### config.mk
export PLATFORM = sky130hd
export DESIGN_NAME = uart_cmd_ctrl_flat
export DESIGN_NICKNAME = d
export VERILOG_FILES = /design/src/rtl/uart_cmd_ctrl_if.sv /design/src/rtl/uart_cmd_ctrl.sv /design/src/flat_wrapper.sv
export SDC_FILE = /design/constraint.sdc
export NUM_CORES = 1
export LEC_CHECK = 0
export CORE_MARGIN = 2
export CORE_UTILIZATION = 40
export CTS_CLUSTER_SIZE = 12
export DETAILED_ROUTE_END_ITERATION = 12
export SLEW_MARGIN = 40
export SYNTH_ARGS = -nofsm -noshare
export SYNTH_HDL_FRONTEND = slang
export SYNTH_SLANG_ARGS = --single-unit
### constraint.sdc
create_clock -name clk -period 3.3 [get_ports clk]
set_clock_uncertainty 0.2 [all_clocks]
set_input_delay 0.825 -clock clk [delete_from_list [all_inputs] [get_ports clk]]
set_output_delay 0.825 -clock clk [all_outputs]
set_load 0.01 [all_outputs]
### src/rtl/uart_cmd_ctrl_if.sv
// Bundle of the byte-receive, register-write and response signals around
// the UART command-frame controller.
//
// Handshake rules:
//   rx_valid is a one-cycle strobe; rx_data is meaningful only while it is high
//   and there is no back-pressure on the receive side.
//   tx_valid/tx_ready is a strict valid/ready pair: once tx_valid rises,
//   tx_valid and tx_data stay stable until the cycle where tx_valid & tx_ready
//   are both high; that cycle is the transfer.
//   wr_en is a one-cycle strobe; wr_addr/wr_data hold their values between writes.
interface uart_cmd_ctrl_if;
    logic [7:0] rx_data;
    logic       rx_valid;
    logic       wr_en;
    logic [7:0] wr_addr;
    logic [7:0] wr_data;
    logic [7:0] tx_data;
    logic       tx_valid;
    logic       tx_ready;
    logic       busy;
    logic [7:0] err_cnt;

    // Controller side
    modport master (
        input  rx_data, rx_valid, tx_ready,
        output wr_en, wr_addr, wr_data, tx_data, tx_valid, busy, err_cnt
    );

    // Receiver / transmitter / register-file side
    modport slave (
        output rx_data, rx_valid, tx_ready,
        input  wr_en, wr_addr, wr_data, tx_data, tx_valid, busy, err_cnt
    );
endinterface

### src/rtl/uart_cmd_ctrl.sv
// Command-frame controller: hunts for the header byte, collects address, data
// and checksum, issues a one-cycle register write on a good frame, and returns
// one ACK/NAK byte. Stalled frames are abandoned after an inter-byte timeout;
// checksum failures and timeouts bump a saturating error counter.
module uart_cmd_ctrl #(
    parameter int         TIMEOUT_CYC = 104_166,
    parameter logic [7:0] HDR_BYTE    = 8'hA5,
    parameter logic [7:0] ACK_BYTE    = 8'h06,
    parameter logic [7:0] NAK_BYTE    = 8'h15
) (
    input  logic               clk,
    input  logic               rst_n,
    uart_cmd_ctrl_if.master    bus,
    output logic [2:0]         dbg_state
);

    localparam int CW = $clog2(TIMEOUT_CYC + 1);
    localparam logic [CW-1:0] TERM_CNT = CW'(TIMEOUT_CYC - 1);

    typedef enum logic [2:0] {
        S_IDLE = 3'd0,
        S_ADDR = 3'd1,
        S_DATA = 3'd2,
        S_CHK  = 3'd3,
        S_RESP = 3'd4
    } state_t;

    state_t        state;
    logic [CW-1:0] cnt;
    logic [7:0]    addr_q;
    logic [7:0]    data_q;
    logic [7:0]    sum_q;

    function automatic logic [7:0] sat_inc(input logic [7:0] v);
        return (v == 8'hFF) ? v : v + 8'd1;
    endfunction

    // Frame FSM with inter-byte timeout; all outputs registered here.
    always_ff @(posedge clk or negedge rst_n) begin
        if (!rst_n) begin
            state        <= S_IDLE;
            cnt          <= '0;
            addr_q       <= '0;
            data_q       <= '0;
            sum_q        <= '0;
            bus.wr_en    <= 1'b0;
            bus.wr_addr  <= '0;
            bus.wr_data  <= '0;
            bus.tx_data  <= '0;
            bus.tx_valid <= 1'b0;
            bus.err_cnt  <= '0;
        end else begin
            bus.wr_en <= 1'b0;
            case (state)
                S_IDLE: begin
                    cnt <= '0;
                    if (bus.rx_valid && bus.rx_data == HDR_BYTE) begin
                        sum_q <= HDR_BYTE;
                        state <= S_ADDR;
                    end
                end
                S_ADDR: begin
                    // A received byte always beats the terminal count.
                    if (bus.rx_valid) begin
                        addr_q <= bus.rx_data;
                        sum_q  <= sum_q + bus.rx_data;
                        cnt    <= '0;
                        state  <= S_DATA;
                    end else if (cnt == TERM_CNT) begin
                        cnt         <= '0;
                        bus.err_cnt <= sat_inc(bus.err_cnt);
                        state       <= S_IDLE;
                    end else begin
                        cnt <= cnt + 1'b1;
                    end
                end
                S_DATA: begin
                    if (bus.rx_valid) begin
                        data_q <= bus.rx_data;
                        sum_q  <= sum_q + bus.rx_data;
                        cnt    <= '0;
                        state  <= S_CHK;
                    end else if (cnt == TERM_CNT) begin
                        cnt         <= '0;
                        bus.err_cnt <= sat_inc(bus.err_cnt);
                        state       <= S_IDLE;
                    end else begin
                        cnt <= cnt + 1'b1;
                    end
                end
                S_CHK: begin
                    if (bus.rx_valid) begin
                        cnt          <= '0;
                        bus.tx_valid <= 1'b1;
                        state        <= S_RESP;
                        if (bus.rx_data == sum_q) begin
                            bus.wr_addr <= addr_q;
                            bus.wr_data <= data_q;
                            bus.wr_en   <= 1'b1;
                            bus.tx_data <= ACK_BYTE;
                        end else begin
                            bus.tx_data <= NAK_BYTE;
                            bus.err_cnt <= sat_inc(bus.err_cnt);
                        end
                    end else if (cnt == TERM_CNT) begin
                        cnt         <= '0;
                        bus.err_cnt <= sat_inc(bus.err_cnt);
                        state       <= S_IDLE;
                    end else begin
                        cnt <= cnt + 1'b1;
                    end
                end
                S_RESP: begin
                    // Received bytes are dropped while the response is pending.
                    cnt <= '0;
                    if (bus.tx_ready) begin
                        bus.tx_valid <= 1'b0;
                        state        <= S_IDLE;
                    end
                end
                default: begin
                    cnt   <= '0;
                    state <= S_IDLE;
                end
            endcase
        end
    end

    // Busy and debug state are direct views of the state register.
    assign bus.busy  = (state != S_IDLE);
    assign dbg_state = state;

endmodule
### src/flat_wrapper.sv
// flat-port wrapper written by rule: the top's interface ports become plain ports
module uart_cmd_ctrl_flat 
#(
    parameter int         TIMEOUT_CYC = 104_166,
    parameter logic [7:0] HDR_BYTE    = 8'hA5,
    parameter logic [7:0] ACK_BYTE    = 8'h06,
    parameter logic [7:0] NAK_BYTE    = 8'h15
)
  (clk, rst_n, dbg_state, bus_rx_data, bus_rx_valid, bus_tx_ready, bus_wr_en, bus_wr_addr, bus_wr_data, bus_tx_data, bus_tx_valid, bus_busy, bus_err_cnt);
  uart_cmd_ctrl_if bus_i ();
  input  logic clk;
  input  logic rst_n;
  output logic [2:0] dbg_state;
  input wire logic [$bits(bus_i.rx_data)-1:0] bus_rx_data;
  input wire logic [$bits(bus_i.rx_valid)-1:0] bus_rx_valid;
  input wire logic [$bits(bus_i.tx_ready)-1:0] bus_tx_ready;
  output wire logic [$bits(bus_i.wr_en)-1:0] bus_wr_en;
  output wire logic [$bits(bus_i.wr_addr)-1:0] bus_wr_addr;
  output wire logic [$bits(bus_i.wr_data)-1:0] bus_wr_data;
  output wire logic [$bits(bus_i.tx_data)-1:0] bus_tx_data;
  output wire logic [$bits(bus_i.tx_valid)-1:0] bus_tx_valid;
  output wire logic [$bits(bus_i.busy)-1:0] bus_busy;
  output wire logic [$bits(bus_i.err_cnt)-1:0] bus_err_cnt;
  assign bus_i.rx_data = bus_rx_data;
  assign bus_i.rx_valid = bus_rx_valid;
  assign bus_i.tx_ready = bus_tx_ready;
  assign bus_wr_en = bus_i.wr_en;
  assign bus_wr_addr = bus_i.wr_addr;
  assign bus_wr_data = bus_i.wr_data;
  assign bus_tx_data = bus_i.tx_data;
  assign bus_tx_valid = bus_i.tx_valid;
  assign bus_busy = bus_i.busy;
  assign bus_err_cnt = bus_i.err_cnt;
  uart_cmd_ctrl #(.TIMEOUT_CYC(TIMEOUT_CYC), .HDR_BYTE(HDR_BYTE), .ACK_BYTE(ACK_BYTE), .NAK_BYTE(NAK_BYTE)) u_core (.clk(clk), .rst_n(rst_n), .bus(bus_i), .dbg_state(dbg_state));
endmodule
==> results of run 1 <==
[stage by stage]
stage / instance area, um2 / util / setup slack, ns / setup TNS [ns]
after floorplan: 3600 / - / 0.0793 / 0
after global placement: 4310 / 0.494 / -0.355 / -3.02
after detailed placement: 4310 / 0.494 / -0.345 / -2.98
after CTS: 4520 / 0.518 / 0.0300 / 0
after global routing: 4530 / 0.520 / 0.00125 / 0
final: 4530 / 0.520 / 0.0189 / 0
[sequential cells by signal, indices dropped and copies added, names as in the netlist]
name	flops
u_core.addr_q	8
u_core.bus.wr_addr	8
u_core.sum_q	8
u_core.bus.tx_valid	1
u_core.bus.tx_data	3
u_core.bus.err_cnt	8
u_core.bus.wr_data	8
u_core.cnt	17
u_core.dbg_state	3
u_core.bus.wr_en	1
u_core.data_q	8
[path summary, 6_finish.rpt]
path                                  startpoint                     to  slack (ns)  cells past startpoint
max in group asynchronous                  rst_n  u_core.bus.wr_addr[5]        2.10                      2
hold / removal                             rst_n        u_core.sum_q[6]        0.22                      1
min in group clk           u_core.bus.wr_addr[3]  u_core.bus.wr_addr[3]        0.27                      2
setup / recovery                  bus_rx_data[4]  u_core.bus.err_cnt[6]        0.02                      7
setup reg to reg                 u_core.sum_q[0]  u_core.bus.err_cnt[6]        0.58                      6
hold reg to reg            u_core.bus.wr_addr[3]  u_core.bus.wr_addr[3]        0.27                      2
[cells by family (layout without fill, tap and decap cells)]
| group | after synthesis | in the layout |
|---|---|---|
| buf+inv | 22 | 95 |
| other cells | 1 | 4 |
| mux | 22 | 22 |
| simple gates | 159 | 159 |
| fa+ha+maj | 11 | 11 |
| flops | 73 | 73 |
| compound gates | 33 | 33 |
| xor+xnor | 23 | 23 |
[report_power, final]
group	switching [mW]	internal (mW)	total, mW
Clock	0.337	0.422	0.759
Sequential	0.182	1.10	1.28
Combinational	0.470	0.563	1.03
[worst max-delay path: stages]
cell and delay (ns):
clkdlybuf4s50_1 0.44, ha_1 0.34, or4_4 0.54, or4_4 0.56, o211ai_4 0.15, or3_4 0.19
mux2_4 0.28
[area by class of cell]
type	instances	area (um2)	area share
multi-input cells	252	1670	0.368
inverters	8	30.0	0.00663
clock buffers	10	128	0.0282
well taps	108	135	0.0298
flip-flops and latches	73	1830	0.403
repair buffers	72	663	0.146
clock inverters	5	81.3	0.0179
[routing by layer]
| layer | GRT usage | vias up | share of wire |
|---|---|---|---|
| met5 | 0 | - | 0 |
| met4 | 0.0569 | 0 | 0.010 |
| met3 | 0.0355 | 10 | 0.031 |
| met2 | 0.249 | 38 | 0.45 |
| met1 | 0.243 | 1296 | 0.50 |
| li1 | - | 1320 | - |
[cells in the mapped netlist (2+ instances only)]
library cell	number
o21ai_0	9
xor2_1	15
nand2b_1	6
dfrtp_1	73
nor2_1	31
nand2_1	67
ha_1	10
nand3_1	9
buf_4	5
nor4bb_1	2
nor4_1	3
or4_4	2
clkbuf_1	6
and3_1	4
and4_1	2
nor2b_1	3
a21oi_1	8
xnor2_1	8
nand4_1	6
o31ai_1	3
or2_2	2
nor3b_1	3
buf_2	2
nor3_1	2
mux2_1	2
nor4b_1	2
inv_1	8
mux2_4	2
nand4b_1	3
or3_1	3
mux2_2	18
o22a_1	3
[repair_timing]
item | in CTS | in global routing
resized for setup | 0 | 1
setup endpoints to repair | 0 | 2
buffers inserted | 0 | 1
hold buffers | 0 | 0
==> results.txt, run 1 <==
initial drt markers - 98
RD Place Congestion - 0.857
share of flip-flops with an asynchronous set or reset - 1.00
cell area after synthesis - 3590 um2
Max-Cap Viols - 0
commonest non-fill, non-tap cell in the layout - dfrtp_1
post-synth top area cell - dfrtp_1
Slew HR - 0.611
Final Slew Violations - 0
Synth Area in Adders - 0.0404
Top FF cell, synth - dfrtp_1
n_diodes - 0
initial antenna violation count - 0
# IOs - 50
nets@finish - 439
top cell type's share of synthesized area - 0.509
GRT overflow - 0
crit path launch type - input port
FMAX - 305 MHz
full die area - 9750 um2
crit path DAT - 3.32 ns
clock latency at the later pin of the worst-skew pair - 0.35 ns
clock-pin slew on the worst setup and hold paths - 0.08 ns
placed cell count - 512
Peak VDD IR - 0.295 mV
Post-Layout Cell Count - 528
Die W - 98.7 um
Post-Synthesis Cells - 344
fillers - 827
Final period util - 0.994
Yosys reg bits - 73
Yosys warning total - 0
final WL - 7520 um
pin count of the biggest net entering global routing - 42
final hold violation count - 0
Leak - 2.03 nW
PD cells - 678 nW/um2
# rows - 34
H-tree Lvls - 3
Post-synth EDFFs - 0
Starting Density - 0.412
Area contributors post-synth - dfrtp_1 (51%), nand2_1 (7.0%), mux2_2 (5.6%), xor2_1 (3.7%), ha_1 (3.5%)
vias - 2,664
Layout area overhead - 26.2%
post-synthesis xor/xnor area fraction - 0.0561
TritonCTS clock tree - done
antenna-violating nets left - 0
CTS Sinks - 73
die height - 98.7 um
largest family of logic cells by synthesized area - simple AND/OR/NAND/NOR gates
Synth cell types - 54
setup violators final - 0
Min Clock Period, post-route - 3.28 ns
Tot GR Track Use - 0.167
vias in the first global route - 2,581
layout cells sized above 1 - 0.176
crit end category - flop
Synth Area in Compound Gates - 0.0631
RSZ-0062 raised after global routing - no
WS Path Type - input port to flop
leading cell types in the layout, fill and taps excluded - dfrtp_1 (73), nand2_1 (67), clkdlybuf4s50_1 (44)
Worst-Margin Slew - 0.583 ns
WHS - 0.220 ns
Clock Path Buffers - 2
HPWL Detailed - 5400 um
Root Buffer - clkbuf_8
core area - 8720 um2
Post-Syn Area per Cell - 10.4 um2
Pre-Repair DR Iteration Count - 4
sequential area share after synthesis - 0.509
global-route wire length before repair - 12,900 um
Num CTS Buffers - 9
CP Max Fanout - 6
post-synthesis simple-gate area fraction - 0.228
IO buf count - 45
# DRC - 0
status - complete, no violations
WP data required - 3.34 ns
Pwr Total - 3.07 mW
Min-Delay Path Class - input port to async pin
post-synthesis mux area share - 0.0711
WL per Instance - 14.2 um
vias per cell - 5.05
Power figures use the tool's default switching activity.
==> run 2: changes to the inputs <==
- CORE_UTILIZATION: 40 -> 50
- PLACE_DENSITY: default -> 0.74
==> results.txt, run 2 (synthesis gave the netlist of run 1 again) <==
met3 GRT Util - 0.0457
full die area - 7870 um2
max FFs per register - 17
Pint - 1.93 mW
final core utilization - 0.649
global-route wire length before repair - 11,800 um
Min-Delay Path Class - flop to flop
sw frac - 0.332
WHS - 0.262 ns
Starting Density - 0.523
net load switching power - 957 uW
CP Max Fanout - 6
placed cell count - 501
Worst-Margin Slew - 0.587 ns
initial antenna violation count - 0
H-tree Lvls - 3
Pwr Total - 2.89 mW
Max-Cap Viols - 0
Post-Layout Cell Count - 515
# IOs - 50
WS Path Type - input port to flop
vias - 2,663
HPWL Detailed - 5180 um
critical path's largest stage delay - 0.56 ns
antenna-violating nets left - 0
TritonCTS clock tree - done
Final period util - 0.984
pin count of the biggest net entering global routing - 74
met1 Use GR - 0.274
final WL - 7100 um
r2r setup slk - 0.61 ns
WP data required - 3.33 ns
Num CTS Buffers - 9
Largest Register - u_core.cnt
crit path DAT - 3.28 ns
final hold violation count - 0
IO buf count - 45
RD Place Congestion - 0.808
crit end category - flop
Reg-to-Reg End - u_core.bus.err_cnt[6]
# DRC - 0
Clock Path Buffers - 2
reg2reg start - u_core.sum_q[0]
# rows - 30
setup bufs post-CTS - 0
nets@finish - 439
final instance area - 4460 um2
post-place instance area - 4300 um2
Pre-Repair DR Iteration Count - 4
vias in the first global route - 2,490
clock-pin slew on the worst setup and hold paths - 0.08 ns
Logic pwr share - 0.358
RSZ-0062 raised after global routing - no
setup violators final - 0
leading cell types in the layout, fill and taps excluded - dfrtp_1 (73), nand2_1 (67), clkdlybuf4s50_1 (43)
global routing usage on met2 - 0.309
die height - 88.7 um
worst slack, placed - -0.347 ns
FMAX - 308 MHz
initial drt markers - 140
Tot GR Track Use - 0.197
Hold-fix buffers, CTS - 0
Leak - 2.01 nW
Root Buffer - clkbuf_8
layout cells sized above 1 - 0.174
Final WS setup - 0.0521 ns
Peak VDD IR - 0.302 mV
Top Usage Layer GRT - met2
crit path cell chain - clkdlybuf4s50_1 -> ha_1 -> or4_4 -> or4_4 -> o211ai_4 -> or3_4 -> mux2_4
Final Slew Violations - 0
WL per Instance - 13.8 um
clock latency at the later pin of the worst-skew pair - 0.34 ns
PD cells - 647 nW/um2
Min Clock Period, post-route - 3.25 ns
crit path launch type - input port
status - complete, no violations
clock share of power - 0.197
Die W - 88.7 um
Most Frequent Cell on Critical Path - or4_4
WHS Path Cells - 2
sequential power share - 0.445
core area - 6870 um2
GRT overflow - 0
vias per cell - 5.17
commonest non-fill, non-tap cell in the layout - dfrtp_1
CTS resizes - 0
n_diodes - 0
CTS Sinks - 73
Worst Hold Path EP - u_core.bus.wr_addr[6]
Worst Min Path Start - u_core.bus.wr_addr[6]
CP max stage cell - or4_4
Setup TNS - 0 ns
Layout area overhead - 24.2%
Slew HR - 0.608
R2R depth - 6
## run 2: cell count changes in the layout (fill, tap and decap cells not counted)
cell             previous run  this run
dlymetal6s2s_1              0         1
clkinv_2                    1         3
clkinv_4                    1         0
buf_2                       0         1
bufinv_16                   2         0
clkdlybuf4s50_1            44        43
buf_4                      27        26
## run 2: critical path, delay by kind of cell
kind / cells / cell delay [ns]
AOI/OAI and AO/OA: 1 / 0.14
muxes: 1 / 0.28
and+or+nand+nor: 3 / 1.29
adders and majority gates: 1 / 0.32
buffers and inverters: 1 / 0.43
## run 2: how the worst max path moves through the flow
stage	from	end	slack (ns)	depth (start not counted)
6_report	bus_rx_data[0]	u_core.bus.err_cnt[6]	0.05	7
5_1_grt	bus_rx_data[0]	u_core.bus.err_cnt[6]	0.006	7
4_1_cts	bus_rx_data[2]	u_core.bus.err_cnt[6]	0.02	7
3_5_place_dp	bus_rx_data[2]	u_core.bus.err_cnt[6]	-0.35	7
3_3_place_gp	bus_rx_data[4]	u_core.bus.err_cnt[6]	-0.32	7
2_1_floorplan	bus_rx_data[4]	u_core.bus.err_cnt[6]	0.08	7
## run 2: layout make-up
cell class                      instances  area [um2]
Tap cell                               96         120
Fill cell                             595        2410
Inverter                                8        30.0
Multi-Input combinational cell        252        1670
Clock buffer                           10         128
Clock inverter                          4        22.5
Timing Repair Buffer                   72         663
Sequential cell                        73        1830
## run 2: power by group through the flow
| stage | Combinational [mW] | Sequential, mW | Clock (mW) |
|---|---|---|---|
| floorplan | 0.673 | 1.25 | 0 |
| global placement | 1.01 | 1.29 | 0 |
| detailed placement | 1.04 | 1.30 | 0 |
| CTS | 1.04 | 1.28 | 0.588 |
| global route | 1.15 | 1.31 | 0.626 |
| finish | 1.03 | 1.29 | 0.568 |
## run 2: metal layers
metal / up-vias / wire length (um) / share of wire
met1: 1290 / 3400 / 0.48
met2: 46 / 3330 / 0.47
met5: - / 0 / 0
li1: 1319 / - / -
met3: 8 / 285 / 0.040
met4: 0 / 78 / 0.011
